### config.mk
export PLATFORM = sky130hd
export DESIGN_NAME = nmr_bstrm_player_flat
export DESIGN_NICKNAME = d
export VERILOG_FILES = /design/src/rtl/nmr_bstrm_pkg.sv /design/src/rtl/nmr_bstrm_player_if.sv /design/src/rtl/nmr_bstrm_dur_cnt.sv /design/src/rtl/nmr_bstrm_player.sv /design/src/flat_wrapper.sv
export SDC_FILE = /design/constraint.sdc
export NUM_CORES = 1
export LEC_CHECK = 0
export CELL_PAD_IN_SITES_DETAIL_PLACEMENT = 1
export CELL_PAD_IN_SITES_GLOBAL_PLACEMENT = 1
export CORE_MARGIN = 1.5
export CORE_UTILIZATION = 36
export CTS_CLUSTER_DIAMETER = 150
export CTS_CLUSTER_SIZE = 10
export DETAILED_ROUTE_END_ITERATION = 12
export PLACE_DENSITY = 0.83
export SLEW_MARGIN = 30
export SYNTH_ARGS = -nofsm -noshare
export SYNTH_HDL_FRONTEND = slang
export SYNTH_HIERARCHICAL = 1
export SYNTH_SLANG_ARGS = --single-unit
### constraint.sdc
create_clock -name CLK -period 3.9 [get_ports CLK]
set_clock_uncertainty 0.05 [all_clocks]
set_input_delay 0.78 -clock CLK [delete_from_list [all_inputs] [get_ports CLK]]
set_output_delay 0.78 -clock CLK [all_outputs]
set_load 0.02 [all_outputs]
### src/rtl/nmr_bstrm_pkg.sv
// Shared definitions for the NMR bitstream player.
// Contents:
//   state_t  - player FSM states (IDLE, LOAD, RUN, DONE)
//   last_pos / chan_msb / chan_lsb / dur_w - word field positions as
//   functions of the FIFO word width and channel count.
// Word layout: [BW-1] = LAST, [BW-2 -: NCH] = channel levels,
// [DUR_W-1:0] = DUR, with DUR_W = BW-1-NCH (must be >= 1).
package nmr_bstrm_pkg;

  typedef enum logic [1:0] {
    IDLE = 2'd0,
    LOAD = 2'd1,
    RUN  = 2'd2,
    DONE = 2'd3
  } state_t;

  function automatic int last_pos(input int bw);
    return bw - 1;
  endfunction

  function automatic int chan_msb(input int bw);
    return bw - 2;
  endfunction

  function automatic int chan_lsb(input int bw, input int nch);
    return bw - 1 - nch;
  endfunction

  function automatic int dur_w(input int bw, input int nch);
    return bw - 1 - nch;
  endfunction

endpackage

### src/rtl/nmr_bstrm_player_if.sv
// FIFO read port between the SoC-filled show-ahead bitstream FIFO and the
// player.
// Signals:
//   bitstr_in - head word of the FIFO (valid whenever EMPTY is low)
//   EMPTY     - FIFO empty flag
//   READY     - pop request from the player
// Handshake: the head word is consumed at a rising edge exactly when READY
// is high in the cycle before that edge. The player only raises READY while
// EMPTY is low, so READY alone marks a transfer; at most one pop per cycle.
// Modports: master = FIFO side, slave = player side.
interface nmr_bstrm_player_if #(
  parameter int BUS_WIDTH = 32
);
  logic [BUS_WIDTH-1:0] bitstr_in;
  logic                 EMPTY;
  logic                 READY;

  modport master (output bitstr_in, output EMPTY, input READY);
  modport slave  (input bitstr_in, input EMPTY, output READY);
endinterface

### src/rtl/nmr_bstrm_dur_cnt.sv
// Word-duration counter for the bitstream player.
// Ports:
//   clk, rst  - clock, synchronous active-low reset (count -> 0)
//   load      - load load_val (takes priority over dec)
//   dec       - decrement by one, saturating at zero
//   load_val  - DUR field of the word being latched
//   zero      - count is zero (current word is in its final cycle)
module nmr_bstrm_dur_cnt #(
  parameter int CNT_W = 23
) (
  input  logic             clk,
  input  logic             rst,
  input  logic             load,
  input  logic             dec,
  input  logic [CNT_W-1:0] load_val,
  output logic             zero
);
  logic [CNT_W-1:0] count;

  always_ff @(posedge clk) begin
    if (!rst) begin
      count <= '0;
    end else if (load) begin
      count <= load_val;
    end else if (dec && (count != '0)) begin
      count <= count - CNT_W'(1);
    end
  end

  assign zero = (count == '0);
endmodule

### src/rtl/nmr_bstrm_player.sv
// NMR pulse-sequence bitstream player.
// Pops packed words from a show-ahead FIFO and drives NCH channel lines,
// each word for DUR+1 cycles; consecutive words play back to back.
// Ports:
//   CLK, RST   - clock, synchronous active-low reset
//   START      - one-cycle start pulse, accepted only in IDLE
//   STOP       - abort request, wins over START, ends via DONE
//   fifo       - FIFO read port (bitstr_in, EMPTY in; READY out)
//   bstr_out   - registered channel lines (IDLE_LEVEL when not playing)
//   BUSY       - high in LOAD/RUN
//   D_END      - one-cycle end-of-sequence pulse (DONE state)
//   UNDERRUN   - sticky underrun flag
//   state_dbg  - current FSM state
// Build option: NMR_BSTRM_UNDERRUN_ABORT_EN. When defined, running out of
// words before a LAST word aborts the sequence and sets UNDERRUN. When not
// defined, the current levels are held and the player waits in LOAD for
// the next word; UNDERRUN stays 0.
module nmr_bstrm_player
  import nmr_bstrm_pkg::*;
#(
  parameter int             BUS_WIDTH  = 32,
  parameter int             NCH        = 8,
  parameter logic [NCH-1:0] IDLE_LEVEL = '0
) (
  input  logic                 CLK,
  input  logic                 RST,
  input  logic                 START,
  input  logic                 STOP,
  nmr_bstrm_player_if.slave    fifo,
  output logic [NCH-1:0]       bstr_out,
  output logic                 BUSY,
  output logic                 D_END,
  output logic                 UNDERRUN,
  output state_t               state_dbg
);
  localparam int CNT_W    = dur_w(BUS_WIDTH, NCH);
  localparam int LAST_POS = last_pos(BUS_WIDTH);
  localparam int CH_MSB   = chan_msb(BUS_WIDTH);
  localparam int CH_LSB   = chan_lsb(BUS_WIDTH, NCH);

  state_t           state, state_nxt;
  logic             pop;
  logic             last_q;
  logic             cnt_zero;
  logic             head_last;
  logic [NCH-1:0]   head_lv;
  logic [CNT_W-1:0] head_dur;

  assign head_last = fifo.bitstr_in[LAST_POS];
  assign head_lv   = fifo.bitstr_in[CH_MSB:CH_LSB];
  assign head_dur  = fifo.bitstr_in[CNT_W-1:0];

`ifdef NMR_BSTRM_UNDERRUN_ABORT_EN
  logic underrun_evt;
  logic underrun_q;
`endif

  nmr_bstrm_dur_cnt #(.CNT_W(CNT_W)) u_dur_cnt (
    .clk      (CLK),
    .rst      (RST),
    .load     (pop),
    .dec      (state == RUN),
    .load_val (head_dur),
    .zero     (cnt_zero)
  );

  always_comb begin
    state_nxt = state;
    pop       = 1'b0;
`ifdef NMR_BSTRM_UNDERRUN_ABORT_EN
    underrun_evt = 1'b0;
`endif
    case (state)
      IDLE: if (START && !STOP) state_nxt = LOAD;
      LOAD: begin
        if (STOP) begin
          state_nxt = DONE;
        end else if (!fifo.EMPTY) begin
          pop       = 1'b1;
          state_nxt = RUN;
        end
      end
      RUN: begin
        if (STOP) begin
          state_nxt = DONE;
        end else if (cnt_zero) begin
          if (last_q) begin
            state_nxt = DONE;
          end else if (!fifo.EMPTY) begin
            // Gapless: next word is latched on the edge that ends this one.
            pop = 1'b1;
          end else begin
`ifdef NMR_BSTRM_UNDERRUN_ABORT_EN
            underrun_evt = 1'b1;
            state_nxt    = DONE;
`else
            // Hold current levels; LOAD resumes as soon as a word arrives.
            state_nxt = LOAD;
`endif
          end
        end
      end
      DONE:    state_nxt = IDLE;
      default: state_nxt = IDLE;
    endcase
  end

  always_ff @(posedge CLK) begin
    if (!RST) begin
      state    <= IDLE;
      bstr_out <= IDLE_LEVEL;
      last_q   <= 1'b0;
    end else begin
      state <= state_nxt;
      if (pop) begin
        bstr_out <= head_lv;
        last_q   <= head_last;
      end else if (state_nxt == DONE) begin
        bstr_out <= IDLE_LEVEL;
      end
    end
  end

`ifdef NMR_BSTRM_UNDERRUN_ABORT_EN
  always_ff @(posedge CLK) begin
    if (!RST) begin
      underrun_q <= 1'b0;
    end else if (state == IDLE && START && !STOP) begin
      underrun_q <= 1'b0;
    end else if (underrun_evt) begin
      underrun_q <= 1'b1;
    end
  end
  assign UNDERRUN = underrun_q;
`else
  assign UNDERRUN = 1'b0;
`endif

  assign fifo.READY = pop;
  assign BUSY       = (state == LOAD) || (state == RUN);
  assign D_END      = (state == DONE);
  assign state_dbg  = state;
endmodule

### src/flat_wrapper.sv
// flat-port wrapper written by rule: the top's interface ports become plain ports
module nmr_bstrm_player_flat import nmr_bstrm_pkg::*;
#(
  parameter int             BUS_WIDTH  = 32,
  parameter int             NCH        = 8,
  parameter logic [NCH-1:0] IDLE_LEVEL = '0
)
  (CLK, RST, START, STOP, bstr_out, BUSY, D_END, UNDERRUN, state_dbg, fifo_bitstr_in, fifo_EMPTY, fifo_READY);
  nmr_bstrm_player_if #(.BUS_WIDTH(BUS_WIDTH)) fifo_i ();
  input  logic CLK;
  input  logic RST;
  input  logic START;
  input  logic STOP;
  output logic [NCH-1:0] bstr_out;
  output logic BUSY;
  output logic D_END;
  output logic UNDERRUN;
  output state_t state_dbg;
  input wire logic [$bits(fifo_i.bitstr_in)-1:0] fifo_bitstr_in;
  input wire logic [$bits(fifo_i.EMPTY)-1:0] fifo_EMPTY;
  output wire logic [$bits(fifo_i.READY)-1:0] fifo_READY;
  assign fifo_i.bitstr_in = fifo_bitstr_in;
  assign fifo_i.EMPTY = fifo_EMPTY;
  assign fifo_READY = fifo_i.READY;
  nmr_bstrm_player #(.BUS_WIDTH(BUS_WIDTH), .NCH(NCH), .IDLE_LEVEL(IDLE_LEVEL)) u_core (.CLK(CLK), .RST(RST), .START(START), .STOP(STOP), .fifo(fifo_i), .bstr_out(bstr_out), .BUSY(BUSY), .D_END(D_END), .UNDERRUN(UNDERRUN), .state_dbg(state_dbg));
endmodule
==> results.toml, run 1 <==
[yosys]
syn_inst = 235
yosysSeqAreaShare_pct = 33.4
synth_nets = 277
yosysWarnings = 6
syn_area_per_cell_sq_um = 8.66
synth_edf_count = 0
synth_ff_type = "dfxtp_1"
synth_area_sq_um = 2040
async_reset_ff_share_pct = 0
ys_seq_elements = 34
yosysUniqueCellTypes = 52

[setup_path]
r2r_start = "u_core/u_dur_cnt/count[19]"
critical_path_class = "flip-flop to output port"
cp-startpoint = "u_core/u_dur_cnt/count[19]"
regToRegSetupSlack_ns = 0.91
critPathTopFamily = "simple AND/OR/NAND/NOR gates"
path_buf_inv = 2
max_stage_delay_ns = 0.64
crit_required_ns = 3.07
endpoint = "fifo_READY"
start_kind = "flip-flop"
regToRegEndpoint = "u_core/u_dur_cnt/count[3]"
cp.depth = 8
endpoint_kind = "output port"
worstPathArrival_ns = 2.80
worstPathMaxFanout = 10
r2r_cells = 11
cp_slowest_cell = "clkdlybuf4s50_1"
crit_chain = "nor4_1 > nand3_1 > nor2_2 > nand2_1 > nor2_1 > o211ai_2 > inv_2 > clkdlybuf4s50_1"

[clocking]
insertion_delay_ns = 0.29
post_cts_buffers = 0
cts-root-buf = "clkbuf_8"
cts_sinks = 34
numCtsBuffers = 5
cts_tree = "yes"
htreeDepth = 2
clk_pin_slew_ns = 0.08
clockBufferDepth = 2

[drt]
top_layer_used = "met4"
postRouteAntennaNets = 0
met3_length_um = 307
wl_met2_um = 2460
post_drt_wl_per_cell_um = 15.0
vias_per_cell = 5.42
route.layer.met1.wl_um = 2440
drt-initial-drc-count = 38
drt_first_pass_iters = 4
drc = 0
drt-total-wl_um = 5300
detailroute.via_count = 1917

[pwr]
power_density_nw_per_um2 = 326
max-vdd-ir-drop_mv = 0.156
p_leak_nw = 0.973

[die]
fp.dieW_um = 78.2
die_area_sq_um = 6110
initial_utilization_pct = 37.2
row_count = 27
ios = 51
chipHeight_um = 78.2
core_sq_um = 5470

[sta]
setup_viol = 0
finalCritPeriodShare_pct = 93.1
tightest_slew_ns = 0.788
rsz0062_at_grt = "no"
fmax_ghz = 0.275
max_slew_margin_pct = 47.4
post-route-min-period_ns = 3.63
setup_tns_ns = 0
hold_viol_final = 0
drv_slew = 0

[outcome]
outcome = "finished clean"

[global_route]
grt_max_degree = 45
antenna_found_initial = 0
track_usage_pct = 19.0
grt_pass1_vias = 1983
grt_pass1_wl_um = 9290
overflow = 0

[final_layout]
layout-drive-gt1-share_pct = 12.8
finish.utilization_pct = 48.7
nets = 323
syn2layout_area_growth_pct = 31.0
final_common_cell = "clkdlybuf4s50_1"
num_antenna_cells = 0
layout_common_cells = "clkdlybuf4s50_1, dfxtp_1, o21ai_0"

[run]
maxCapViolCount = 0

[worst_hold_path]
hold_class = "flip-flop to flip-flop"

[placed_design]
io_buffers = 49
gp_congestion = 0.810
dpl.hpwl_um = 3810
-- where the power goes --
part           total (mW)  leakage [nW]  internal (mW)  switching (mW)
combinational       0.217         0.651         0.0987           0.119
sequential          0.371         0.274          0.357          0.0143
clock               0.280        0.0472          0.142           0.138
total               0.868         0.973          0.598           0.271
-- worst register-to-register path, cell delays in order, from the launching register on --
cell	delay (ns)
dfxtp_1	0.35
nor4_1	0.52
nand3_1	0.23
nor2_2	0.22
nand2_1	0.12
nor2_1	0.14
o211ai_2	0.11
inv_2	0.17
inv_1	0.38
buf_4	0.34
o21ai_0	0.18
a31oi_1	0.05
-- worst min-delay path by stage --
| stage | from | end | slack [ns] | depth (start not counted) |
|---|---|---|---|---|
| after floorplan | u_core/u_dur_cnt/count[22] | u_core/u_dur_cnt/count[22] | 0.42 | 2 |
| after global placement | u_core/bstr_out[7] | u_core/bstr_out[7] | 0.43 | 2 |
| after detailed placement | u_core/bstr_out[3] | u_core/bstr_out[3] | 0.44 | 2 |
| after CTS | u_core/bstr_out[7] | u_core/bstr_out[7] | 0.45 | 2 |
| after global routing | u_core/bstr_out[3] | u_core/bstr_out[3] | 0.47 | 2 |
| final | u_core/bstr_out[3] | u_core/bstr_out[3] | 0.45 | 2 |
-- stage by stage --
stage	setup slack [ns]	instances	hold WS, ns	total power [mW]	instance area, sq um
after floorplan	1.01	235	0.423	0.516	2040
after global placement	0.581	346	0.432	0.587	2560
after detailed placement	0.461	346	0.441	0.594	2560
after CTS	0.112	354	0.451	0.878	2660
after global routing	0.0599	354	0.469	0.920	2670
final	0.270	354	0.449	0.868	2670
-- per-layer routing --
metal	global-route usage [%]	up-vias
met3	5.23	10
met4	6.61	0
li1	-	958
met5	0	-
met2	31.1	51
met1	24.0	898
-- Yosys cell counts, types with 2 or more instances --
library cell,n,area [sq um]
a21oi_1,15,75.1
buf_6,4,45.0
xor2_1,5,43.8
ha_1,5,62.6
nor2_1,13,48.8
o31ai_1,4,30.0
nor3_1,4,20.0
and3_1,2,12.5
nand2b_1,4,25.0
xnor2_1,9,78.8
nand4_1,4,25.0
o2111ai_1,2,17.5
dfxtp_1,34,681
inv_1,7,26.3
clkbuf_1,10,37.5
nor4_4,2,42.5
or3_1,4,25.0
a31oi_1,7,43.8
o21ai_0,21,105
nand2_1,19,71.3
mux2i_1,2,20.0
nor4_1,3,18.8
nor4_2,2,25.0
o22ai_2,8,100
nand3_1,13,65.1
or4_1,4,30.0
o211ai_1,3,22.5
-- state kept, by name (all words and copies together) (netlist names) --
name / count
u_core/last_q: 1
u_core/u_dur_cnt/count: 23
u_core/state_dbg: 2
u_core/bstr_out: 8
-- logic make-up (layout without fill, tap and decap cells) --
kind of cell             count (synthesis)  after routing  share of synthesized area, %
AO/OA/AOI/OAI                           73             73                          26.6
buffers and inverters                   23             70                          5.90
AND/OR/NAND/NOR                         83             83                          23.8
adder cells (fa/ha/maj)                  5              5                          3.07
other                                    1              1                         0.184
XOR/XNOR                                14             14                          6.02
multiplexers                             2              2                         0.983
flip-flops                              34             34                          33.4
-- final cells by class --
class                           count  area (sq um)
Timing Repair Buffer               54           528
Clock buffer                        6          82.6
Multi-Input combinational cell    178          1240
Fill cell                         634          2810
Inverter                            8          30.0
Clock inverter                      2          12.5
Tap cell                           72          90.1
Sequential cell                    34           681
-- repair_timing --
action                                  in CTS  in global routing
hold buffers                                 0                  0
resized for setup                            0                  2
endpoints found under the setup margin       0                  1
Note: power is estimated with default switching activity, not from simulation.
==> inputs of run 2 (changes only) <==
--- a/config.mk
+++ b/config.mk
@@ -5,14 +5,15 @@
 export SDC_FILE = /design/constraint.sdc
 export NUM_CORES = 1
 export LEC_CHECK = 0
+export ABC_AREA = 1
 export CELL_PAD_IN_SITES_DETAIL_PLACEMENT = 1
 export CELL_PAD_IN_SITES_GLOBAL_PLACEMENT = 1
 export CORE_MARGIN = 1.5
-export CORE_UTILIZATION = 36
+export CORE_UTILIZATION = 35
 export CTS_CLUSTER_DIAMETER = 150
 export CTS_CLUSTER_SIZE = 10
 export DETAILED_ROUTE_END_ITERATION = 12
-export PLACE_DENSITY = 0.83
+export PLACE_DENSITY = 0.85
 export SLEW_MARGIN = 30
 export SYNTH_ARGS = -nofsm -noshare
 export SYNTH_HDL_FRONTEND = slang
==> results.toml, run 2 <==
[outcome]
outcome = "finished, violations left"
violations = "design-rule violations"

[sta]
tightest_slew_ns = 0.603
setup_viol = 0
setup_tns_ns = 0
hold_slack_ns = 0.431
post-route-min-period_ns = 3.52
drv_slew = 0
max_slew_margin_pct = 59.6
fmax_ghz = 0.284
hold_viol_final = 0
rsz0062_at_grt = "no"
finalCritPeriodShare_pct = 90.2

[final_layout]
final_common_cell = "nand2_1"
top_register = "u_core/u_dur_cnt/count"
nets = 476
seq_area_sq_um = 681
layout_common_cells = "nand2_1, nor2_1, clkdlybuf4s50_1"
final_cells = 512
fillers = 859
fin_area_sq_um = 3030
layout-drive-gt1-share_pct = 8.74
syn2layout_area_growth_pct = 28.8
largest_reg_flops = 23
multiInputGateArea_sq_um = 1470
num_antenna_cells = 0

[pwr]
clock_power_share_pct = 40.9
switching_share_pct = 29.0
max-vdd-ir-drop_mv = 0.121
p_leak_nw = 1.42
switchingPower_mw = 0.289
combPwrFrac_pct = 22.8
power.internal_mw = 0.706
power_density_nw_per_um2 = 329
total_power_mw = 0.995
seqPwrFrac_pct = 36.2

[global_route]
track_usage_pct = 20.9
grt_pass1_vias = 2661
grt_pass1_wl_um = 12200
overflow = 0
antenna_found_initial = 0
grt_max_degree = 35

[yosys]
synth_nets = 428
syn_area_per_cell_sq_um = 6.09
synth_top_cell_area_share_pct = 29.0
ys_seq_elements = 34
synth_edf_count = 0
synth_area_leader_cell = "dfxtp_1"
synth_area_sq_um = 2350
yosys-top-cells-count = "nand2_1, nor2_1, nand3_1"
yosysSeqAreaShare_pct = 29.0
async_reset_ff_share_pct = 0
yosysWarnings = 6
syn_inst = 386
yosysUniqueCellTypes = 34
synth_area_leaders = "dfxtp_1, nand2_1, nor2_1, nand3_1, inv_1"
synth_ff_type = "dfxtp_1"
yosysMostFrequentCell = "nand2_1"

[setup_path]
regToRegSetupSlack_ns = 0.58
r2r_start = "u_core/u_dur_cnt/count[0]"
start_kind = "flip-flop"
crit_required_ns = 3.07
worstPathArrival_ns = 2.69
critical_path_class = "flip-flop to output port"
endpoint_kind = "output port"
worstPathMaxFanout = 4
regToRegEndpoint = "u_core/u_dur_cnt/count[21]"
r2r_cells = 16

[clocking]
insertion_delay_ns = 0.30
htreeDepth = 2
post_cts_buffers = 0
cts_sinks = 34
clk_pin_slew_ns = 0.08
cts-root-buf = "clkbuf_8"
numCtsBuffers = 5
clockBufferDepth = 2
cts_tree = "yes"

[drt]
detailroute.via_count = 2638
drt-total-wl_um = 7410
post_drt_wl_per_cell_um = 14.5
postRouteAntennaNets = 0
drt-initial-drc-count = 129
drt_first_pass_iters = 8
drc = 12
vias_per_cell = 5.15

[die]
initial_utilization_pct = 36.6
core_sq_um = 6420
ios = 51
die_area_sq_um = 7220
fp.dieW_um = 85.0
chipHeight_um = 85.0
row_count = 29

[run]
maxCapViolCount = 0

[worst_hold_path]
whs_path_depth = 2
min_to = "u_core/u_dur_cnt/count[0]"
min_from = "u_core/u_dur_cnt/count[0]"
hold_class = "flip-flop to flip-flop"

[placed_design]
io_buffers = 49
dpl.hpwl_um = 5240
placed_cell_area_sq_um = 2880
placed_cells = 503
gp_congestion = 0.908
## run 2: cells by family after synthesis
logic type	after synthesis	share of synthesized area [%]
xor+xnor	5	1.86
buf+inv	47	8.99
fa+ha+maj	5	2.66
flops	34	29.0
simple gates	252	47.2
compound gates	42	10.2
other cells	1	0.160
## run 2: metrics by stage
step,setup slack [ns],util [%]
after global routing,0.137,47.2
after detailed placement,0.390,44.8
after floorplan,1.14,-
after global placement,0.593,44.8
after CTS,0.251,46.9
final,0.382,47.2
## run 2: worst max path at each step
stage	startpoint	to	slack, ns	cells past startpoint
2_1_floorplan	u_core/u_dur_cnt/count[0]	u_core/u_dur_cnt/count[8]	1.14	16
5_1_grt	u_core/u_dur_cnt/count[0]	fifo_READY	0.14	11
3_5_place_dp	u_core/u_dur_cnt/count[0]	u_core/u_dur_cnt/count[20]	0.39	16
3_3_place_gp	u_core/u_dur_cnt/count[0]	u_core/u_dur_cnt/count[22]	0.59	16
6_report	u_core/u_dur_cnt/count[0]	fifo_READY	0.38	11
4_1_cts	u_core/u_dur_cnt/count[0]	fifo_READY	0.25	11
## run 2: layer usage
layer / vias to the layer above / routed length [um] / GRT usage (%)
met5: - / 0 / 0
met4: 0 / 174 / 8.49
met3: 16 / 356 / 4.09
met2: 64 / 3530 / 35.2
met1: 1242 / 3350 / 26.1
li1: 1316 / - / -
## run 2: timing repair
action / 4_1_cts / 5_1_grt
hold buffers: 0 / 0
endpoints found under the setup margin: 0 / 6
gates resized for setup: 0 / 2
## run 2: power groups by stage
stage | combinational (mW) | sequential [mW] | clock (mW)
after floorplan | 0.147 | 0.368 | 0
after global placement | 0.217 | 0.368 | 0
after detailed placement | 0.224 | 0.368 | 0
after CTS | 0.227 | 0.360 | 0.411
after global routing | 0.256 | 0.361 | 0.427
final | 0.227 | 0.360 | 0.407
## run 2: final cells by class
class | count | share of cell area (%)
Inverter | 36 | 4.58
Tap cell | 77 | 3.18
Multi-Input combinational cell | 305 | 48.4
Sequential cell | 34 | 22.5
Timing Repair inverter | 1 | 0.165
Clock inverter | 3 | 2.27
Clock buffer | 5 | 2.27
Timing Repair Buffer | 51 | 16.7
## run 2: critical path, cell delays in order (launching register included)
cell and delay (ns):
dfxtp_1 0.32, inv_1 0.12, ha_1 0.24, nand2_2 0.11
nor2_4 0.19, nand2_1 0.12, nor4_2 0.22, nand2_1 0.12
o21bai_1 0.13, nand4_1 0.12, clkinv_1 0.08, clkdlybuf4s50_1 0.61
